`config.mk`:
```
export PLATFORM = sky130hd
export DESIGN_NAME = fetch_unit
export DESIGN_NICKNAME = d
export VERILOG_FILES = /design/src/rtl/riscv_pkg.sv /design/src/rtl/fetch_fifo.sv /design/src/rtl/fetch_unit.sv
export SDC_FILE = /design/constraint.sdc
export NUM_CORES = 1
export LEC_CHECK = 0
export ABC_CLOCK_PERIOD_IN_PS = 10500
export CORE_MARGIN = 1.5
export CORE_UTILIZATION = 46
export DETAILED_ROUTE_END_ITERATION = 7
export PLACE_DENSITY_LB_ADDON = 0.05
export REMOVE_ABC_BUFFERS = 1
export SYNTH_ARGS = -nofsm -noshare
export SYNTH_HDL_FRONTEND = slang
export SYNTH_SLANG_ARGS = --single-unit
```
`constraint.sdc`:
```
create_clock -name clk -period 10.5 [get_ports clk]
set_input_delay 1.575 -clock clk [delete_from_list [all_inputs] [get_ports clk]]
set_output_delay 1.575 -clock clk [all_outputs]
set_load 0.005 [all_outputs]
```
`src/rtl/riscv_pkg.sv`:
```
// Shared RV32 definitions used by fetch, decode and execute.
package riscv_pkg;

    localparam int XLEN       = 32;
    localparam int INST_WIDTH = 32;
    localparam logic [XLEN-1:0] PC_STEP = 32'd4;

    typedef enum logic [2:0] {
        INST_R,
        INST_I,
        INST_S,
        INST_B,
        INST_U,
        INST_J
    } inst_type_e;

    function automatic logic [XLEN-1:0] align_word(input logic [XLEN-1:0] addr);
        return {addr[XLEN-1:2], 2'b00};
    endfunction

endpackage

```
`src/rtl/fetch_fifo.sv`:
```
// Small instruction buffer between the memory response path and decode.
// Head entry is read straight from storage; flush empties it in one cycle.
module fetch_fifo #(
    parameter  int DEPTH = 2,
    parameter  int WIDTH = 64,
    localparam int PTR_W = (DEPTH > 1) ? $clog2(DEPTH) : 1,
    localparam int CNT_W = $clog2(DEPTH + 1)
) (
    input  logic             clk,
    input  logic             rst_n,
    input  logic             push,
    input  logic [WIDTH-1:0] push_data,
    input  logic             pop,
    input  logic             flush,
    output logic [WIDTH-1:0] head_data,
    output logic [CNT_W-1:0] count,
    output logic             full,
    output logic             empty
);

    logic [WIDTH-1:0] mem [DEPTH];
    logic [PTR_W-1:0] wr_ptr;
    logic [PTR_W-1:0] rd_ptr;
    logic             do_push;
    logic             do_pop;

    assign empty     = (count == '0);
    assign full      = (count == CNT_W'(DEPTH));
    assign do_pop    = pop & ~empty;
    // A pop in the same cycle frees the slot, so a full FIFO may still accept.
    assign do_push   = push & (~full | do_pop);
    assign head_data = mem[rd_ptr];

    always_ff @(posedge clk or negedge rst_n) begin
        if (!rst_n) begin
            wr_ptr <= '0;
            rd_ptr <= '0;
            count  <= '0;
        end else if (flush) begin
            wr_ptr <= '0;
            rd_ptr <= '0;
            count  <= '0;
        end else begin
            if (do_push) wr_ptr <= wr_ptr + PTR_W'(1);
            if (do_pop)  rd_ptr <= rd_ptr + PTR_W'(1);
            count <= count + CNT_W'(do_push) - CNT_W'(do_pop);
        end
    end

    always_ff @(posedge clk) begin
        if (do_push && !flush) mem[wr_ptr] <= push_data;
    end

endmodule

```
`src/rtl/fetch_unit.sv`:
```
// Instruction fetch stage: owns the PC, issues credit-limited memory requests
// and buffers in-order responses for decode; redirects drop in-flight fetches.
module fetch_unit
    import riscv_pkg::*;
#(
    parameter logic [XLEN-1:0] RESET_PC        = 32'h0000_0000,
    parameter int              FIFO_DEPTH      = 2,
    parameter int              MAX_OUTSTANDING = 2
) (
    input  logic                  clk,
    input  logic                  rst_n,
    output logic                  imem_req_valid,
    input  logic                  imem_req_ready,
    output logic [XLEN-1:0]       imem_req_addr,
    input  logic                  imem_resp_valid,
    input  logic [INST_WIDTH-1:0] imem_resp_data,
    input  logic                  redirect_valid,
    input  logic [XLEN-1:0]       redirect_pc,
    output logic                  out_valid,
    input  logic                  out_ready,
    output logic [INST_WIDTH-1:0] out_inst,
    output logic [XLEN-1:0]       out_pc
);

    localparam int CNT_W = $clog2(FIFO_DEPTH + 1);
    localparam int OUT_W = $clog2(MAX_OUTSTANDING + 1);
    localparam int ENTRY_W = INST_WIDTH + XLEN;
    localparam logic [31:0] MAX_OUT_U = MAX_OUTSTANDING;
    localparam logic [31:0] DEPTH_U   = FIFO_DEPTH;

    logic [XLEN-1:0]    fetch_pc;
    logic [XLEN-1:0]    resp_pc;
    logic [XLEN-1:0]    target;
    logic [OUT_W-1:0]   outstanding;
    logic [OUT_W-1:0]   outstanding_next;
    logic [OUT_W-1:0]   drop_cnt;
    logic               fetch_en;
    logic [CNT_W-1:0]   fifo_count;
    logic               fifo_full;
    logic               fifo_empty;
    logic [ENTRY_W-1:0] head;
    logic [31:0]        live_entries;
    logic               req_fire;
    logic               resp_drop;
    logic               push;
    logic               pop;

    assign target = align_word(redirect_pc);

    // Entries that will eventually occupy the FIFO: live in-flight plus buffered.
    assign live_entries = 32'(outstanding) - 32'(drop_cnt) + 32'(fifo_count);

    assign imem_req_valid = fetch_en && (32'(outstanding) < MAX_OUT_U)
                          && (live_entries < DEPTH_U) && !redirect_valid;
    assign imem_req_addr  = fetch_pc;
    assign req_fire       = imem_req_valid & imem_req_ready;

    assign resp_drop = imem_resp_valid && (drop_cnt != '0);
    assign push      = imem_resp_valid && (drop_cnt == '0) && !redirect_valid;
    assign pop       = out_ready && !fifo_empty && !redirect_valid;

    always_comb begin
        outstanding_next = outstanding;
        if (req_fire)
            outstanding_next = outstanding_next + OUT_W'(1);
        if (imem_resp_valid && (outstanding != '0))
            outstanding_next = outstanding_next - OUT_W'(1);
    end

    // fetch_en holds off requests until the first clock after reset release.
    always_ff @(posedge clk or negedge rst_n) begin
        if (!rst_n) begin
            fetch_en    <= 1'b0;
            fetch_pc    <= RESET_PC;
            resp_pc     <= RESET_PC;
            outstanding <= '0;
            drop_cnt    <= '0;
        end else begin
            fetch_en    <= 1'b1;
            outstanding <= outstanding_next;
            if (redirect_valid) begin
                fetch_pc <= target;
                resp_pc  <= target;
                drop_cnt <= outstanding_next;
            end else begin
                if (req_fire)  fetch_pc <= fetch_pc + PC_STEP;
                if (push)      resp_pc  <= resp_pc + PC_STEP;
                if (resp_drop) drop_cnt <= drop_cnt - OUT_W'(1);
            end
        end
    end

    fetch_fifo #(
        .DEPTH (FIFO_DEPTH),
        .WIDTH (ENTRY_W)
    ) u_fifo (
        .clk       (clk),
        .rst_n     (rst_n),
        .push      (push),
        .push_data ({imem_resp_data, resp_pc}),
        .pop       (pop),
        .flush     (redirect_valid),
        .head_data (head),
        .count     (fifo_count),
        .full      (fifo_full),
        .empty     (fifo_empty)
    );

    assign out_valid = !fifo_empty;
    assign out_inst  = fifo_empty ? '0 : head[ENTRY_W-1:XLEN];
    assign out_pc    = fifo_empty ? '0 : head[XLEN-1:0];

    a_no_resp_underflow: assert property (@(posedge clk) disable iff (!rst_n)
        imem_resp_valid |-> (outstanding != '0));

    a_no_fifo_overflow: assert property (@(posedge clk) disable iff (!rst_n)
        push |-> (!fifo_full || pop));

endmodule
```
==> impl_metrics.csv, run 1 <==
group,metric,value,unit
setup_path,start_kind,"input port",
timing,max_freq,200,MHz
synthesis,ys.flop_type,"edfxtp_1",
setup_path,crit_slowest_cell,"clkdlybuf4s50_1",
synthesis,synth_edf_count,124,
power,vdd_ir_drop_max,0.000106,V
placed_design,place_hpwl,12800,microns
synthesis,ys_seq_area_share,62.4,%
timing,post-route-period-util,47.5,%
synthesis,synth_top_area_share,42.7,%
synthesis,ys_ff_latch,193,
drt,viasPerCell,5.49,
drt,drtIter0Drc,231,
setup_path,r2r_start,"outstanding[0]",
clock_network,cts_made_buffers,17,
setup_path,worstPathRequired,8.93,ns
placed_design,place.gp.congestion,0.832,
synthesis,yosysUniqueCellTypes,50,
finish,finalNetCount,936,
clock_network,htreeDepth,4,
global_routing,grt_usage,20.1,%
setup_path,cp_cell_sequence,"clkdlybuf4s50_1, buf_4, nor4b_4, nor2b_1, clkdlybuf4s50_1",
power,cellPowerDensity,191,nW/um^2
finish,drive_gt1_share,7.59,%
clock_network,clock_path_buffers,2,
setup_path,crit_type,"in2out",
timing,worstMarginPinSlew,1.14,ns
power,p_leak,3.96,nW
setup_path,cpMostUsedCell,"clkdlybuf4s50_1",
global_routing,grt_max_degree,70,
floorplanning,rows,50,
synthesis,syn_area,8730,sq um
timing,hold_violations,0,
clock_network,clk_root_buffer_cell,"clkbuf_16",
synthesis,syn_area_per_cell,12.5,sq um
timing,rsz0062_at_grt,"no",
floorplanning,io_pins,168,
flow_run,maxCapViolCount,0,
drt,firstDrtPassIters,5,
drt,ant_nets,0,
timing,setup_slack,5.51,ns
synthesis,yosysTopAreaCell,"edfxtp_1",
floorplanning,die_h,141,microns
floorplanning,coreArea,18600,sq um
placed_design,port_buffers,161,
synthesis,yosysWarnings,0,
clock_network,ctsResizeCount,0,
synthesis,yosys-top-cells-count,"edfxtp_1, nor2_1, dfrtp_1",
hold_path,hp-start,"resp_pc[31]",
global_routing,grt-ovfl-total,0,
drt,drc_errors,0,
timing,maxSlewHeadroom,24.2,%
drt,wl,19600,microns
global_routing,grt_pass1_vias,5975,
global_routing,grt_pass1_wl,31100,microns
floorplanning,initial_core_util,46.8,%
clock_network,post-cts-setup-buffers,0,
placed_design,pre_cts_slack,5.49,ns
setup_path,critical_path_arrival,3.42,ns
floorplanning,dieWidth,141,microns
timing,finalMaxSlewViolations,0,
floorplanning,dieArea,19800,sq um
setup_path,setup.worst_path.start,"redirect_valid",
timing,tns,0,ns
global_routing,grt_antenna_before_repair,0,
setup_path,end_kind,"primary output",
clock_network,postCtsHoldBufs,0,
finish,antenna_cells,0,
clock_network,path_clk_slew,0.07,ns
timing,finalSetupViolations,0,
clock_network,cts_tree,"built",
finish,areaGrowthSynthToFinish,28.0,%
clock_network,clock-sinks,193,
synthesis,yosysMostFrequentCell,"edfxtp_1",
clock_network,clkLatencyLatePin,0.43,ns
drt,wl_per_cell,17.8,microns
timing,fin_worst_skew,0.0112,ns
status,outcome,"complete, no violations",
setup_path,slowest_delay,0.51,ns
setup_path,crit_path_max_fanout,53,
drt,via_count,6060,
synthesis,synth_async_sr_flop_share,35.8,%
synthesis,syn_inst,698,
timing,fin_crit,4.99,ns
synthesis,synth_area_leaders,"edfxtp_1, dfrtp_1, mux2i_1, nor2_1, xor2_1",
hold_path,min_path_type,"reg2reg",
## routing by layer
| layer | global-route usage [%] | vias up | part of all wire (%) |
|---|---|---|---|
| met2 | 32.0 | 213 | 48 |
| met1 | 27.7 | 2954 | 45 |
| met5 | 0 | - | 0 |
| li1 | - | 2864 | - |
| met4 | 6.91 | 0 | 1.7 |
| met3 | 4.31 | 29 | 5.6 |
## logic make-up after synthesis
| kind of cell | after synthesis | synth area share [%] |
|---|---|---|
| AND/OR/NAND/NOR | 246 | 14.4 |
| flip-flops | 193 | 62.4 |
| multiplexers | 79 | 9.25 |
| AO/OA/AOI/OAI | 77 | 5.66 |
| buffers and inverters | 50 | 2.42 |
| XOR/XNOR | 41 | 4.11 |
| adder cells (fa/ha/maj) | 10 | 1.61 |
| other | 2 | 0.0860 |
## report_power, final
part	internal, mW	total [mW]	leakage (nW)	switching [mW]
logic	0.261	0.500	1.74	0.240
clock network	0.377	0.663	0.275	0.286
registers	0.887	0.973	1.95	0.0856
## final cells by class
| cell class | count | area (sq um) |
|---|---|---|
| well taps | 234 | 293 |
| inverters | 18 | 67.6 |
| clock buffers | 17 | 425 |
| clock inverters | 15 | 184 |
| repair buffers | 168 | 1660 |
| fillers | 1483 | 7470 |
| multi-input cells | 458 | 3090 |
| flip-flops and latches | 193 | 5450 |
## state kept, by name (all words and copies together) (netlist names)
| register | flops |
|---|---|
| u_fifo.mem | 124 |
| fetch_en | 1 |
| imem_req_addr | 30 |
| u_fifo.rd_ptr | 1 |
| u_fifo.count | 2 |
| resp_pc | 30 |
| u_fifo.wr_ptr | 1 |
| outstanding | 2 |
| drop_cnt | 2 |
## worst max-delay path: cells and delay by family
family,cells,cell delay [ns]
buffers and inverters,3,1.20
and+or+nand+nor,2,0.61
## metrics by stage
step	std cells	hold slack (ns)	power, mW	util, %	instance area [sq um]
finish	1103	0.506	2.14	59.9	11200
global route	1103	0.525	2.25	59.9	11200
CTS	1103	0.507	2.16	59.9	11200
detailed placement	1071	0.480	1.49	56.7	10600
global placement	1071	0.472	1.48	56.7	10600
floorplan	669	0.442	1.24	-	8600
## cells in the final DEF (no fill, tap or decap), drive strengths merged, types with 4 or more instances in the layout
cell type,netlist,final
o311ai,11,11
edfxtp,124,124
nor2b,4,4
nand2,48,48
o211ai,9,9
and2,5,5
conb,2,5
a21oi,11,11
and3,10,10
nor3,11,11
clkinvlp,0,7
or3,5,5
nand4,15,15
ha,8,8
nor2,91,91
dfrtp,69,69
nand2b,6,6
buf,13,8
mux2i,66,66
nor4,12,12
and4,4,4
a31oi,7,7
inv,18,21
clkdlybuf4s50,0,160
o21ai,30,30
clkbuf,19,17
mux2,13,13
xnor2,19,19
xor2,22,22
nand3,25,25
## path summary, 6_finish.rpt
check                                    end  slack [ns]  cells after the start
max                           imem_req_valid        5.51                      5
min                        u_fifo.mem[0][31]        0.51                      0
max reg2reg                imem_req_addr[31]        7.16                     11
min reg2reg                u_fifo.mem[0][31]        0.51                      0
max in group asynchronous      u_fifo.rd_ptr        8.50                      2
min in group asynchronous     outstanding[0]        1.35                      2
Note: power is estimated with default switching activity, not from simulation.
==> run 2, diff against run 1 <==
ABC_CLOCK_PERIOD_IN_PS = 4700   (was 10500)
clock period = 4.7 ns   (was 10.5 ns; I/O delays follow)
==> run 2 against run 1 <==
  * Sequential share of layout area about the same
  * Total power is 120% higher
  * Design area is essentially flat
  * Non-clock buffer count is 2 higher
  * First-iteration DRC count increased by 48%
  * Wire length is 2.9% higher
  * Critical endpoint unchanged
  * Largest cell class unchanged
==> impl_metrics.csv, run 2 (synthesized netlist as in run 1, its figures left out) <==
group,metric,value,unit
status,outcome,"complete, no violations",
clock_network,cts_made_buffers,17,
drt,wl_per_cell,18.2,microns
global_routing,grt_max_degree,64,
floorplanning,rows,50,
finish,areaGrowthSynthToFinish,28.0,%
timing,maxSlewHeadroom,24.4,%
finish,finalNetCount,938,
clock_network,postCtsHoldBufs,0,
power,p_seq_share,45.6,%
drt,viasPerCell,5.49,
global_routing,grt_pass1_wl,32000,microns
hold_path,min_path_type,"in2async",
timing,setup_slack,0.591,ns
setup_path,crit_slowest_cell,"clkdlybuf4s50_1",
placed_design,placed_area,10600,sq um
flow_run,maxCapViolCount,0,
clock_network,clock_path_buffers,2,
setup_path,crit_type,"reg2out",
finish,regMostFlops,"u_fifo.mem",
finish,fillers,1500,
power,p_comb_share,23.8,%
setup_path,start_kind,"flop",
power,finalPower,4.77,mW
placed_design,place_hpwl,13800,microns
drt,drtIter0Drc,343,
timing,post-route-period-util,87.4,%
clock_network,post-cts-setup-buffers,0,
floorplanning,io_pins,168,
placed_design,pre_cts_slack,1.06,ns
finish,final_cell_mix,"clkdlybuf4s50_1, edfxtp_1, nor2_1",
drt,firstDrtPassIters,4,
global_routing,grt-ovfl-total,0,
finish,antenna_cells,0,
clock_network,cts_tree,"built",
setup_path,cp_top_family,"adder cells",
clock_network,clk_root_buffer_cell,"clkbuf_16",
setup_path,worstPathRequired,3.99,ns
finish,final_common_cell,"clkdlybuf4s50_1",
finish,final_cells,1104,
power,p_int,3.40,mW
clock_network,ctsResizeCount,0,
power,p_leak,3.96,nW
finish,utilization,59.9,%
placed_design,placed_cells,1073,
clock_network,clock-sinks,193,
global_routing,grt_usage,20.9,%
global_routing,grt_pass1_vias,6098,
placed_design,place.gp.congestion,0.851,
drt,drc_errors,0,
power,vdd_ir_drop_max,0.000258,V
floorplanning,coreArea,18600,sq um
timing,hold_violations,0,
global_routing,grt_antenna_before_repair,0,
timing,finalMaxSlewViolations,0,
setup_path,critical_path_arrival,3.40,ns
setup_path,end_kind,"primary output",
timing,fin_crit,4.11,ns
clock_network,htreeDepth,4,
floorplanning,dieArea,19800,sq um
finish,largest_register_ffs,124,
drt,ant_nets,0,
setup_path,cp_cell_sequence,"inv_1, ha_1, fa_1, inv_1, fa_1, xnor2_1, o21ai_1, nor2b_1, clkdlybuf4s50_1",
floorplanning,initial_core_util,46.8,%
power,clkPwrFrac,30.7,%
finish,stdcell_area,11200,sq um
power,net-switching-power,1.36,mW
setup_path,crit_buf_inv,3,
timing,finalSetupViolations,0,
finish,drive_gt1_share,7.70,%
power,cellPowerDensity,427,nW/um^2
setup_path,slowest_delay,0.52,ns
clock_network,clkLatencyLatePin,0.42,ns
drt,wl,20100,microns
clock_network,path_clk_slew,0.07,ns
power,swShare,28.6,%
timing,fin_worst_skew,0.00800,ns
drt,via_count,6057,
floorplanning,dieWidth,141,microns
setup_path,crit_path_max_fanout,10,
floorplanning,die_h,141,microns
timing,max_freq,243,MHz
timing,worstMarginPinSlew,1.13,ns
placed_design,port_buffers,161,
timing,rsz0062_at_grt,"no",
## run 2: cell types whose count changed in the layout (fill, tap and decap cells not counted)
cell and change:
buf_4 +2, inv_6 +1, clkinv_4 -1, clkinv_2 +1, clkinv_1 -1, clkbuf_1 +1
inv_8 -2
## run 2: power by group through the flow
| stage | Clock (mW) | Combinational [mW] | Sequential, mW |
|---|---|---|---|
| after global routing | 1.56 | 1.24 | 2.20 |
| after global placement | 0 | 1.11 | 2.20 |
| after floorplan | 0 | 0.611 | 2.17 |
| after CTS | 1.50 | 1.15 | 2.17 |
| after detailed placement | 0 | 1.14 | 2.20 |
| final | 1.46 | 1.13 | 2.17 |
## run 2: metrics by stage
step	hold WS, ns	setup TNS (ns)
3_5_place_dp	0.481	0
6_report	0.373	0
5_1_grt	0.453	0
4_1_cts	0.400	0
2_1_floorplan	0.409	-171.88
3_3_place_gp	0.472	0
## run 2: layout make-up
class                      count  area [sq um]  share of cell area, %
clock inverter                13           163                   1.46
timing repair buffer         170          1670                   15.0
clock buffer                  18           429                   3.84
multi-input combinational    458          3090                   27.7
sequential                   193          5450                   48.8
inverter                      18          67.6                  0.605
tap                          234           293                   2.62
## run 2: layer usage
layer | GRT usage, % | vias up | part of all wire (%)
met3 | 3.87 | 29 | 5.2
met2 | 33.1 | 225 | 47
met5 | 0 | - | 0
met1 | 28.4 | 2951 | 45
met4 | 9.10 | 0 | 2.1
li1 | - | 2852 | -
## run 2: worst paths after layout
| path | startpoint | to | slack (ns) | cells after the start |
|---|---|---|---|---|
| worst min-delay path | rst_n | fetch_en | 0.37 | 1 |
| worst max register to register | outstanding[0] | imem_req_addr[12] | 1.28 | 11 |
| min in group clk | resp_pc[31] | u_fifo.mem[1][31] | 0.50 | 0 |
| max in group asynchronous | rst_n | resp_pc[26] | 3.37 | 2 |
| worst min register to register | resp_pc[31] | u_fifo.mem[1][31] | 0.50 | 0 |
| worst max-delay path | outstanding[0] | imem_req_valid | 0.59 | 9 |
## run 2: worst register-to-register path: stages (launching register included)
cell,delay [ns]
dfrtp_1,0.39
inv_1,0.10
ha_1,0.22
fa_1,0.48
inv_1,0.06
fa_1,0.51
nor4b_4,0.35
o2111ai_2,0.17
buf_4,0.25
and2_1,0.33
o21ai_0,0.28
o311ai_1,0.15
==> run 3, diff against run 2 <==
CELL_PAD_IN_SITES_DETAIL_PLACEMENT = 0   (was not set)
CELL_PAD_IN_SITES_GLOBAL_PLACEMENT = 1   (was not set)
CORE_UTILIZATION = 42   (was 46)
SLEW_MARGIN = 20   (was not set)
TNS_END_PERCENT = 30   (was not set)
==> run 3 against run 2 <==
  * Clock skew grew 0.0056 ns
  * Non-clock buffer count is the same
  * Sequential power is essentially flat
  * Wire length grew 0.21%
  * Register-to-register slack lost 0.22 ns
  * Worst setup slack is essentially flat
  * Largest cell class unchanged
  * Critical path depth is the same
==> impl_metrics.csv, run 3 (synthesized netlist as in run 1, its figures left out) <==
group,metric,value,unit
global_routing,grt_pass1_wl,32900,microns
power,swShare,29.8,%
clock_network,postCtsHoldBufs,0,
timing,hold_violations,0,
setup_path,cp_cell_sequence,"inv_1, ha_1, fa_1, inv_1, fa_1, xnor2_1, o21ai_1, nor2b_1, clkdlybuf4s50_1",
timing,worstMarginPinSlew,0.874,ns
drt,drc_errors,0,
setup_path,slowest_delay,0.51,ns
clock_network,path_clk_slew,0.07,ns
setup_path,crit_type,"reg2out",
finish,final_common_cell,"clkdlybuf4s50_1",
setup_path,crit_path_max_fanout,10,
timing,setup_slack,0.591,ns
timing,finalMaxSlewViolations,0,
finish,antenna_cells,0,
power,cellPowerDensity,414,nW/um^2
clock_network,htreeDepth,4,
placed_design,placed_area,10600,sq um
floorplanning,die_h,147,microns
power,net-switching-power,1.38,mW
drt,ant_nets,0,
finish,stdcell_area,11200,sq um
drt,firstDrtPassIters,5,
setup_path,start_kind,"flop",
clock_network,clk_root_buffer_cell,"clkbuf_16",
setup_path,crit_buf_inv,3,
finish,areaGrowthSynthToFinish,28.2,%
finish,finalNetCount,938,
setup_path,rr_worst_depth,10,
timing,max_freq,243,MHz
setup_path,critical_path_arrival,3.40,ns
power,vdd_ir_drop_max,0.000252,V
global_routing,grt_max_degree,64,
finish,final_cell_mix,"clkdlybuf4s50_1, edfxtp_1, nor2_1",
setup_path,crit_slowest_cell,"clkdlybuf4s50_1",
setup_path,end_kind,"primary output",
power,p_int,3.25,mW
clock_network,clkLatencyLatePin,0.43,ns
setup_path,reg2reg_slack,1.06,ns
global_routing,grt_pass1_vias,6120,
power,finalPower,4.63,mW
finish,drive_gt1_share,7.92,%
setup_path,cp_top_family,"adder cells",
timing,rsz0062_at_grt,"no",
hold_path,min_path_type,"in2async",
timing,post-route-period-util,87.4,%
floorplanning,dieArea,21700,sq um
finish,largest_register_ffs,124,
floorplanning,coreArea,20300,sq um
clock_network,ctsResizeCount,0,
status,outcome,"complete, no violations",
floorplanning,io_pins,168,
timing,maxSlewHeadroom,41.7,%
placed_design,place.gp.congestion,0.869,
clock_network,clock_path_buffers,2,
timing,fin_worst_skew,0.0136,ns
clock_network,cts_tree,"built",
power,clkPwrFrac,28.8,%
drt,via_count,5955,
setup_path,r2r_end,"imem_req_addr[16]",
flow_run,maxCapViolCount,0,
power,p_leak,3.96,nW
timing,tns,0,ns
global_routing,grt-ovfl-total,0,
clock_network,cts_made_buffers,17,
drt,wl,20200,microns
drt,wl_per_cell,17.7,microns
placed_design,pre_cts_slack,1.02,ns
power,p_seq_share,46.1,%
placed_design,place_hpwl,13900,microns
finish,regMostFlops,"u_fifo.mem",
global_routing,grt_antenna_before_repair,0,
finish,fillers,1738,
floorplanning,initial_core_util,43.0,%
timing,finalSetupViolations,0,
finish,utilization,55.1,%
placed_design,port_buffers,161,
drt,drtIter0Drc,271,
setup_path,r2r_start,"outstanding[0]",
clock_network,post-cts-setup-buffers,0,
floorplanning,rows,52,
power,p_comb_share,25.1,%
setup_path,worstPathRequired,3.99,ns
drt,viasPerCell,5.22,
clock_network,clock-sinks,193,
floorplanning,dieWidth,147,microns
global_routing,grt_usage,19.5,%
timing,fin_crit,4.11,ns
-- run 3: worst max-delay path by stage --
stage	from	end	slack (ns)	cells past startpoint
finish	outstanding[0]	imem_req_valid	0.59	9
global placement	outstanding[0]	imem_req_valid	1.09	9
CTS	outstanding[0]	imem_req_valid	0.55	9
floorplan	redirect_valid	u_fifo.mem[0][10]	-2.73	1
detailed placement	outstanding[0]	imem_req_valid	1.02	9
global route	outstanding[0]	imem_req_valid	0.40	9
-- run 3: through the flow --
stage / instances / hold slack (ns)
after CTS: 1140 / 0.404
final: 1141 / 0.377
after floorplan: 669 / 0.409
after detailed placement: 1108 / 0.497
after global routing: 1141 / 0.443
after global placement: 1108 / 0.485
-- run 3: layout make-up --
| class | instances | area [sq um] | share of cell area, % |
|---|---|---|---|
| Timing Repair Buffer | 170 | 1690 | 15.1 |
| Sequential cell | 193 | 5450 | 48.8 |
| Clock inverter | 14 | 115 | 1.03 |
| Inverter | 18 | 67.6 | 0.604 |
| Tap cell | 270 | 338 | 3.02 |
| Clock buffer | 18 | 429 | 3.84 |
| Multi-Input combinational cell | 458 | 3090 | 27.7 |
-- run 3: power groups by stage --
stage	Combinational, mW	Clock (mW)	Sequential (mW)
6_report	1.16	1.33	2.14
5_1_grt	1.29	1.43	2.16
4_1_cts	1.14	1.36	2.17
3_5_place_dp	1.14	0	2.21
3_3_place_gp	1.11	0	2.20
2_1_floorplan	0.611	0	2.17
-- run 3: routing by layer --
| metal | vias up | GRT usage, % | share of wire (%) |
|---|---|---|---|
| li1 | 2862 | - | - |
| met4 | 0 | 5.10 | 0.87 |
| met3 | 11 | 3.82 | 4.8 |
| met5 | - | 0 | 0 |
| met1 | 2907 | 26.7 | 47 |
| met2 | 175 | 31.8 | 48 |
